$ cat config.mk
export PLATFORM = sky130hd
export DESIGN_NAME = adc_mon_sequencer
export DESIGN_NICKNAME = d
export VERILOG_FILES = /design/src/rtl/adc_mon_sequencer.sv
export SDC_FILE = /design/constraint.sdc
export NUM_CORES = 1
export LEC_CHECK = 0
export BUFFER_PORTS_ARGS = -buffer_cell sky130_fd_sc_hd__buf_2
export CAP_MARGIN = 20
export CORE_MARGIN = 3
export CORE_UTILIZATION = 39
export CTS_CLUSTER_DIAMETER = 30
export DETAILED_ROUTE_END_ITERATION = 8
export SYNTH_ARGS = -nofsm -noshare
export SYNTH_HDL_FRONTEND = slang
export SYNTH_SLANG_ARGS = --single-unit
export TNS_END_PERCENT = 10
$ cat constraint.sdc
create_clock -name clk_phi1 -period 4 [get_ports clk_phi1]
set_clock_uncertainty 0.2 [all_clocks]
set_input_delay 0.4 -clock clk_phi1 [delete_from_list [all_inputs] [get_ports clk_phi1]]
set_output_delay 0.4 -clock clk_phi1 [all_outputs]
set_load 0.05 [all_outputs]
$ cat src/rtl/adc_mon_sequencer.sv
// ADC mux sequencer: round-robin scan plus single-shot requests, one result register per channel.
// Define ADC_MON_AVG_EN to average four conversions per channel access.
module adc_mon_sequencer #(
  parameter int NCH         = 8,
  parameter int SETTLE_CYC  = 4,
  parameter int SOC_CYC     = 2,
  parameter int TIMEOUT_CYC = 64
) (
  input  logic           clk_phi1,
  input  logic           Reset,
  input  logic           scan_en_i,
  input  logic [NCH-1:0] ch_mask_i,
  input  logic           req_valid_i,
  input  logic [2:0]     req_ch_i,
  output logic           req_ready_o,
  output logic [2:0]     mux_sel_o,
  output logic           adc_soc_o,
  input  logic           adc_eoc_b_i,
  input  logic [11:0]    adc_data_i,
  output logic           res_valid_o,
  output logic [2:0]     res_ch_o,
  output logic [11:0]    res_data_o,
  input  logic [2:0]     rd_ch_i,
  output logic [11:0]    rd_data_o,
  output logic           busy_o,
  output logic           timeout_err_o,
  input  logic           err_clr_i
);

  localparam logic [2:0]  LAST_CH     = 3'(NCH - 1);
  localparam logic [3:0]  SETTLE_LAST = 4'(SETTLE_CYC - 1);
  localparam logic [3:0]  SOC_LAST    = 4'(SOC_CYC - 1);
  localparam logic [15:0] TO_LAST     = 16'(TIMEOUT_CYC - 1);

  typedef enum logic [2:0] {
    IDLE, SETTLE, SOC, WAIT_START, WAIT_END, STORE
  } state_t;

  state_t      state_q, state_d;
  logic [2:0]  mux_q, mux_d;
  logic [2:0]  ptr_q, ptr_d;
  logic [3:0]  cnt_q, cnt_d;
  logic [15:0] tcnt_q, tcnt_d;
  logic [2:0]  res_ch_q, res_ch_d;
  logic [11:0] res_data_q, res_data_d;
  logic        err_q, err_d;
  logic        set_err;
  logic        store_en;
  logic [11:0] chan_q [8];

`ifdef ADC_MON_AVG_EN
  logic [13:0] acc_q, acc_d, sum;
  logic [1:0]  conv_q, conv_d;
`endif

  // Round-robin pick: first enabled channel strictly after the last scanned one.
  logic [7:0] mask8;
  logic       scan_hit;
  logic [2:0] scan_ch;
  int         idx;

  always_comb begin
    mask8           = '0;
    mask8[NCH-1:0]  = ch_mask_i;
    scan_hit        = 1'b0;
    scan_ch         = '0;
    idx             = 0;
    for (int k = 1; k <= NCH; k++) begin
      idx = (int'(ptr_q) + k) % NCH;
      if (!scan_hit && mask8[3'(idx)]) begin
        scan_hit = 1'b1;
        scan_ch  = 3'(idx);
      end
    end
  end

  always_comb begin
    state_d     = state_q;
    mux_d       = mux_q;
    ptr_d       = ptr_q;
    cnt_d       = cnt_q;
    tcnt_d      = tcnt_q;
    res_ch_d    = res_ch_q;
    res_data_d  = res_data_q;
    set_err     = 1'b0;
    store_en    = 1'b0;
    req_ready_o = 1'b0;
    adc_soc_o   = 1'b0;
    res_valid_o = 1'b0;
`ifdef ADC_MON_AVG_EN
    acc_d       = acc_q;
    conv_d      = conv_q;
    sum         = acc_q + 14'(adc_data_i);
`endif
    case (state_q)
      IDLE: begin
        req_ready_o = 1'b1;
        cnt_d       = '0;
`ifdef ADC_MON_AVG_EN
        acc_d       = '0;
        conv_d      = '0;
`endif
        // Single-shot requests leave the scan pointer untouched.
        if (req_valid_i) begin
          mux_d   = (req_ch_i > LAST_CH) ? LAST_CH : req_ch_i;
          state_d = SETTLE;
        end else if (scan_en_i && scan_hit) begin
          mux_d   = scan_ch;
          ptr_d   = scan_ch;
          state_d = SETTLE;
        end
      end
      SETTLE: begin
        if (cnt_q == SETTLE_LAST) begin
          cnt_d   = '0;
          state_d = SOC;
        end else begin
          cnt_d = cnt_q + 4'd1;
        end
      end
      SOC: begin
        adc_soc_o = 1'b1;
        if (cnt_q == SOC_LAST) begin
          cnt_d   = '0;
          tcnt_d  = '0;
          state_d = WAIT_START;
        end else begin
          cnt_d = cnt_q + 4'd1;
        end
      end
      WAIT_START: begin
        if (tcnt_q == TO_LAST) begin
          set_err = 1'b1;
          state_d = IDLE;
        end else begin
          tcnt_d = tcnt_q + 16'd1;
          if (adc_eoc_b_i) state_d = WAIT_END;
        end
      end
      WAIT_END: begin
        // A conversion finishing on the timeout cycle still counts as finished.
        if (!adc_eoc_b_i) begin
`ifdef ADC_MON_AVG_EN
          if (conv_q == 2'd3) begin
            res_ch_d   = mux_q;
            res_data_d = sum[13:2];
            state_d    = STORE;
          end else begin
            acc_d   = sum;
            conv_d  = conv_q + 2'd1;
            cnt_d   = '0;
            state_d = SOC;
          end
`else
          res_ch_d   = mux_q;
          res_data_d = adc_data_i;
          state_d    = STORE;
`endif
        end else if (tcnt_q == TO_LAST) begin
          set_err = 1'b1;
          state_d = IDLE;
        end else begin
          tcnt_d = tcnt_q + 16'd1;
        end
      end
      STORE: begin
        res_valid_o = 1'b1;
        store_en    = 1'b1;
        state_d     = IDLE;
      end
      default: state_d = IDLE;
    endcase
    err_d = set_err ? 1'b1 : (err_clr_i ? 1'b0 : err_q);
  end

  always_ff @(posedge clk_phi1 or negedge Reset) begin
    if (!Reset) begin
      state_q    <= IDLE;
      mux_q      <= '0;
      ptr_q      <= LAST_CH;
      cnt_q      <= '0;
      tcnt_q     <= '0;
      res_ch_q   <= '0;
      res_data_q <= '0;
      err_q      <= 1'b0;
`ifdef ADC_MON_AVG_EN
      acc_q      <= '0;
      conv_q     <= '0;
`endif
    end else begin
      state_q    <= state_d;
      mux_q      <= mux_d;
      ptr_q      <= ptr_d;
      cnt_q      <= cnt_d;
      tcnt_q     <= tcnt_d;
      res_ch_q   <= res_ch_d;
      res_data_q <= res_data_d;
      err_q      <= err_d;
`ifdef ADC_MON_AVG_EN
      acc_q      <= acc_d;
      conv_q     <= conv_d;
`endif
    end
  end

  always_ff @(posedge clk_phi1 or negedge Reset) begin
    if (!Reset) begin
      for (int i = 0; i < 8; i++) chan_q[i] <= '0;
    end else if (store_en) begin
      chan_q[res_ch_q] <= res_data_q;
    end
  end

  assign mux_sel_o     = mux_q;
  assign res_ch_o      = res_ch_q;
  assign res_data_o    = res_data_q;
  assign rd_data_o     = chan_q[rd_ch_i];
  assign busy_o        = (state_q != IDLE);
  assign timeout_err_o = err_q;

endmodule
# After elaboration in Yosys (flattened, before gate mapping)
# Cells that the tools add are included.
# Widths: inputs -> output; s select.
dict set report op_classes {
  n_reduce_logical 27
  bitwise 4
  eq_ne 14
  n_mux 73
  addsub 10
  order_cmp 12
}
# operator count
set op_table {}
lappend op_table {{$bwmux 96} 1}
lappend op_table {{$mux 3} 19}
lappend op_table {{$mux 16} 3}
lappend op_table {{$pmux 16 s3} 1}
lappend op_table {{$lt 3x5->1 const B} 8}
lappend op_table {{$bmux 12 s3} 1}
lappend op_table {{$demux 12 s3} 1}
lappend op_table {{$mux 12} 3}
lappend op_table {{$mux 1} 31}
lappend op_table {{$bmux 1 s3} 8}
lappend op_table {{$add 16x1->16 const B} 1}
lappend op_table {{$eq 16x6->1 const B} 1}
lappend op_table {{$pmux 3 s5} 1}
lappend op_table {{$add 3x3->3 const B} 4}
lappend op_table {{$pmux 4 s3} 1}
lappend op_table {{$logic_and 1x1->1} 9}
lappend op_table {{$ne 3x3->1 const B} 3}
lappend op_table {{$reduce_bool 3->1} 3}
lappend op_table {{$ge 4x4->1 const B} 2}
lappend op_table {{$mux 4} 2}
lappend op_table {{$not 3->4} 2}
lappend op_table {{$logic_not 1->1} 7}
lappend op_table {{$add 3x1->3 const B} 2}
lappend op_table {{$add 3x2->3 const B} 2}
lappend op_table {{other kinds (16)} 24}
dict set report totals {
  inputBits 32
  word_cells 156
  out_inout_bits 35
  regBits 141
}

# Longest topological paths before layout
dict set report logic_depth {
  ltp_word 30
  ltp_mapped 13
  ltp_nobuf 9
}

# Least setup slack after synthesis
# Ideal clock, no wire load.
dict set report synth_timing {
  path_kind {register to register}
  startpoint {reg state_q[0]}
  endpoint {reg chan_q[49] (netlist bit)}
  period_less_slack_ns 3.490
  n_path_buf 2
  t_required_ns 3.672
  setup_time_ns 0.128
  t_arrival_ns 3.162
  setup_slack_ns 0.510
  path_stages_with_launch 8
  path_cell_list {dfrtp_1 clkbuf_1 inv_1 nor3b_1 nand2_1 nor3b_1 buf_2 mux2_1}
}
dict set report synth_via {
  elab_chain_len 2
}
# item line
set synth_lines {}
lappend synth_lines {{start, declared} 39} ;# state_t state_q, state_d;
lappend synth_lines {{start signal, assigned} 191} ;# state_q <= state_d;
lappend synth_lines {{$eq 3x3->1} -}
lappend synth_lines {{$mux 1} -}
lappend synth_lines {{via res_valid_o} 20} ;# output logic res_valid_o,
lappend synth_lines {{end signal, assigned by index} 210} ;# chan_q[res_ch_q] <= res_data_q;
lappend synth_lines {{end, declared} 49} ;# logic [11:0] chan_q [8];
# The timed path passes the listed nets, and every way through them passes these cells.
# A chain may end at the register's enable or synchronous reset.

# Final worst setup path
dict set report layout_timing {
  startpoint {reg ptr_q[0]}
  endpoint {reg mux_q[1], in the netlist mux_sel_o[1]}
}
dict set report layout_via {
  elab_chain_len 29
  word_cells_on_any_way 67
  classes_between {8 x add/sub; 42 x mux; 17 x reduce/logical}
}
# item line
set layout_lines {}
lappend layout_lines {{start, declared} 41} ;# logic [2:0] ptr_q, ptr_d;
lappend layout_lines {{start signal, assigned} 193} ;# ptr_q <= ptr_d;
lappend layout_lines {{$add 3x1->3} 69} ;# idx = (int'(ptr_q) + k) % NCH;
lappend layout_lines {{$bmux 1 s3} 70} ;# if (!scan_hit && mask8[3'(idx)]) begin
lappend layout_lines {{$mux 1 (not written as such) (2 in series)} 70}
lappend layout_lines {{$mux 1} 70}
lappend layout_lines {{$logic_not 1->1} 70}
lappend layout_lines {{$logic_and 1x1->1} 70}
lappend layout_lines {{$mux 1} 70}
lappend layout_lines {{$logic_not 1->1} 70}
lappend layout_lines {{[... 12 more ...]} -}
lappend layout_lines {{$logic_and 1x1->1} 70}
lappend layout_lines {{$mux 1} 70}
lappend layout_lines {{$logic_not 1->1} 70}
lappend layout_lines {{$logic_and 1x1->1} 70}
lappend layout_lines {{$mux 1} 70}
lappend layout_lines {{$logic_and 1x1->1} 107} ;# end else if (scan_en_i && scan_hit) begin
lappend layout_lines {{$reduce_bool 2->1 (no source line)} -}
lappend layout_lines {{$reduce_and 2->1 (no source line)} -}
lappend layout_lines {{end signal, assigned} 192} ;# mux_q <= mux_d;
lappend layout_lines {{end, declared} 40} ;# logic [2:0] mux_q, mux_d;
# Parallel ways exist; a longest one is shown, timed or not. The select of a mux whose other input is x is not followed.

==> flow_metrics.env <==
export IMPL_period_needed_ps=3320
export IMPL_synth_top_area_cell="dfrtp_1"
export IMPL_synth_area_leaders="dfrtp_1, mux2_2, mux4_2, mux2_1, nand2_1"
export IMPL_fillers=1627
export IMPL_ys_dominant_reg_cell="dfrtp_1"
export IMPL_syn_avg_cell_area_um2=12.9
export IMPL_clk_latency_ps=410
export IMPL_yosysSeqAreaShare=0.474
export IMPL_cts_resized=0
export IMPL_setup_viol=0
export IMPL_hold_violations=0
export IMPL_synth_top_cell_area_share=0.464
export IMPL_cts_htree_levels=4
export IMPL_async_flop_share=1.00
export IMPL_outcome="completed"
export IMPL_die_h_um=144
export IMPL_switchingPower_w=0.00227
export IMPL_synth_most_common_cell="dfrtp_1"
export IMPL_start_util=0.406
export IMPL_fin_nets=690
export IMPL_dpl_hpwl_um=11000
export IMPL_synth_seq_cells=141
export IMPL_root_buffer="clkbuf_16"
export IMPL_track_usage=0.167
export IMPL_maxCapViolations=0
export IMPL_tns_ps=0
export IMPL_drt_iter0_drc=204
export IMPL_finalWirelength_um=16400
export IMPL_seqPwrFrac=0.351
export IMPL_grt_pass1_wl_um=27100
export IMPL_grt_max_degree=103
export IMPL_via_count=4976
export IMPL_combPwrFrac=0.376
export IMPL_hold_class="input pin to register"
export IMPL_ys_types=64
export IMPL_cts_setup_buffers=0
export IMPL_syn_to_final_growth_pct=16.8
export IMPL_postRouteAntennaNets=0
export IMPL_fin_area_mm2=0.00870
export IMPL_internal_power_w=0.00367
export IMPL_crit_type="register to register"
export IMPL_clock_sinks=141
export IMPL_grt_antenna_before_repair=0
export IMPL_synth_edf_count=0
export IMPL_cpPeakStageDelay_ps=610
export IMPL_critical_path_cell_chain="inv_1, ha_1, mux4_2, or2_1, or4_4, a41oi_1, and3_1, o21ai_1"
export IMPL_clkTransAtPathRegs_ps=60
export IMPL_worstMarginPinSlew_ps=929
export IMPL_period_share=0.831
export IMPL_wl_per_cell_um=18.4
export IMPL_portBuffers=66
export IMPL_power_density_mw_per_mm2=682
export IMPL_drt_vias_per_instance=5.57
export IMPL_slowest_stage="dfstp_2"
export IMPL_drc=0
export IMPL_critical_path_max_fanout=9
export IMPL_rows=49
export IMPL_cts_made_buffers=17
export IMPL_synthCells=578
export IMPL_fmax_ghz=0.301
export IMPL_crit_path_end_kind="register"
export IMPL_die_area_mm2=0.0208
export IMPL_dieWidth_um=144
export IMPL_syn_area_mm2=0.00745
export IMPL_p_clk_frac=0.273
export IMPL_grt_pass1_vias=5176
export IMPL_placeableCoreArea_mm2=0.0183
export IMPL_cts_tree="done"
export IMPL_startpoint_type="register"
export IMPL_slew_headroom=0.381
export IMPL_clk_path_buf_depth=2
export IMPL_antenna_cells=0
export IMPL_leakage_nw=4.09
export IMPL_synth_nets=615
export IMPL_drtPass1Iterations=4
export IMPL_ir_drop_mv=0.611
export IMPL_cts_hold_buffers_added=8
export IMPL_drive_above_1_share=0.418
export IMPL_slew_violations=0
export IMPL_required_ps=4100
export IMPL_swShare=0.382
export IMPL_place_congestion=0.815
export IMPL_synth_commonest_cells="dfrtp_1, mux2_2, nand2_1"
export IMPL_synth_warnings=0
export IMPL_rsz0062_at_grt="false"
export IMPL_dpl_cell_area_mm2=0.00801
export IMPL_critPathArrivalTime_ps=3420
export IMPL_grt_ovfl_total=0
export IMPL_io_pins=67
metal layers:
layer	global-route usage	vias to the layer above	share of wire
met1	0.231	2553	0.46
met3	0.0370	14	0.046
met4	0.0432	0	0.010
met2	0.270	109	0.48
met5	0	-	0
li1	-	2300	-
worst max-delay path, delay by kind of cell (launching register included):
family	cells	cell delay [ps]
fa+ha+maj	1	490
mux	1	410
compound gates	2	330
simple gates	3	1030
buf+inv	1	130
flops	1	610
cell usage in the layout (no fill, tap or decap), types with 13 or more instances in the layout:
cell type / Yosys / final
dfrtp_1: 138 / 138
clkbuf_16: 0 / 17
mux2_2: 119 / 119
buf_2: 5 / 65
inv_1: 13 / 13
mux2_1: 15 / 15
buf_4: 1 / 13
a21oi_1: 16 / 16
nor2_1: 31 / 30
o21ai_0: 18 / 18
mux4_2: 33 / 33
nand2_1: 35 / 35
power by group through the flow:
| stage | logic, W | clock network (W) | registers (W) |
|---|---|---|---|
| after floorplan | 0.00162 | 0 | 0.00222 |
| after global placement | 0.00220 | 0 | 0.00208 |
| after detailed placement | 0.00222 | 0 | 0.00211 |
| after CTS | 0.00224 | 0.00166 | 0.00209 |
| after global routing | 0.00243 | 0.00172 | 0.00215 |
| final | 0.00223 | 0.00162 | 0.00208 |
final timing paths:
check | startpoint | depth (start not counted) | endpoint | slack (ps)
max | ptr_q[0] | 8 | mux_sel_o[1] | 680
min | adc_data_i[6] | 2 | res_data_o[6] | 20
max reg2reg | ptr_q[0] | 8 | mux_sel_o[1] | 680
min reg2reg | chan_q[57] | 1 | chan_q[57] | 290
max in group asynchronous | Reset | 3 | chan_q[61] | 2240
min in group asynchronous | Reset | 2 | res_data_o[7] | 480
through the flow:
stage / hold slack [ps] / total power, W / utilization / setup slack, ps / cells
floorplan: -95.6 / 0.00385 / - / 510 / 578
global placement: 263 / 0.00429 / 0.437 / 737 / 855
detailed placement: 276 / 0.00433 / 0.437 / 721 / 855
CTS: 0.330 / 0.00599 / 0.475 / 700 / 894
global route: 18.7 / 0.00630 / 0.475 / 452 / 894
finish: 22.8 / 0.00594 / 0.475 / 678 / 894
cell type report:
class                           count  area, um2  share of cell area
Inverter                           14       52.6             0.00604
Tap cell                          229        287              0.0329
Sequential cell                   141       3530               0.406
Timing Repair Buffer               87        514              0.0591
Multi-Input combinational cell    392       3700               0.425
Clock buffer                       19        453              0.0520
Clock inverter                     12        163              0.0187
flip-flops by register name, indices dropped and copies added, names as in the netlist, 3 cells and up:
signal	count
res_ch_o	3
tcnt_q	16
ptr_q	3
state_q	3
cnt_q	4
res_data_o	12
chan_q	96
mux_sel_o	3
cells by family (layout without fill, tap and decap cells):
| logic type | after synthesis | after routing | synth area share |
|---|---|---|---|
| compound gates | 69 | 69 | 0.0630 |
| buf+inv | 45 | 132 | 0.0304 |
| simple gates | 127 | 127 | 0.0874 |
| flops | 141 | 141 | 0.474 |
| mux | 178 | 178 | 0.319 |
| xor+xnor | 13 | 13 | 0.0178 |
| fa+ha+maj | 5 | 5 | 0.00840 |
No activity file was read; power rests on OpenSTA's default activity.
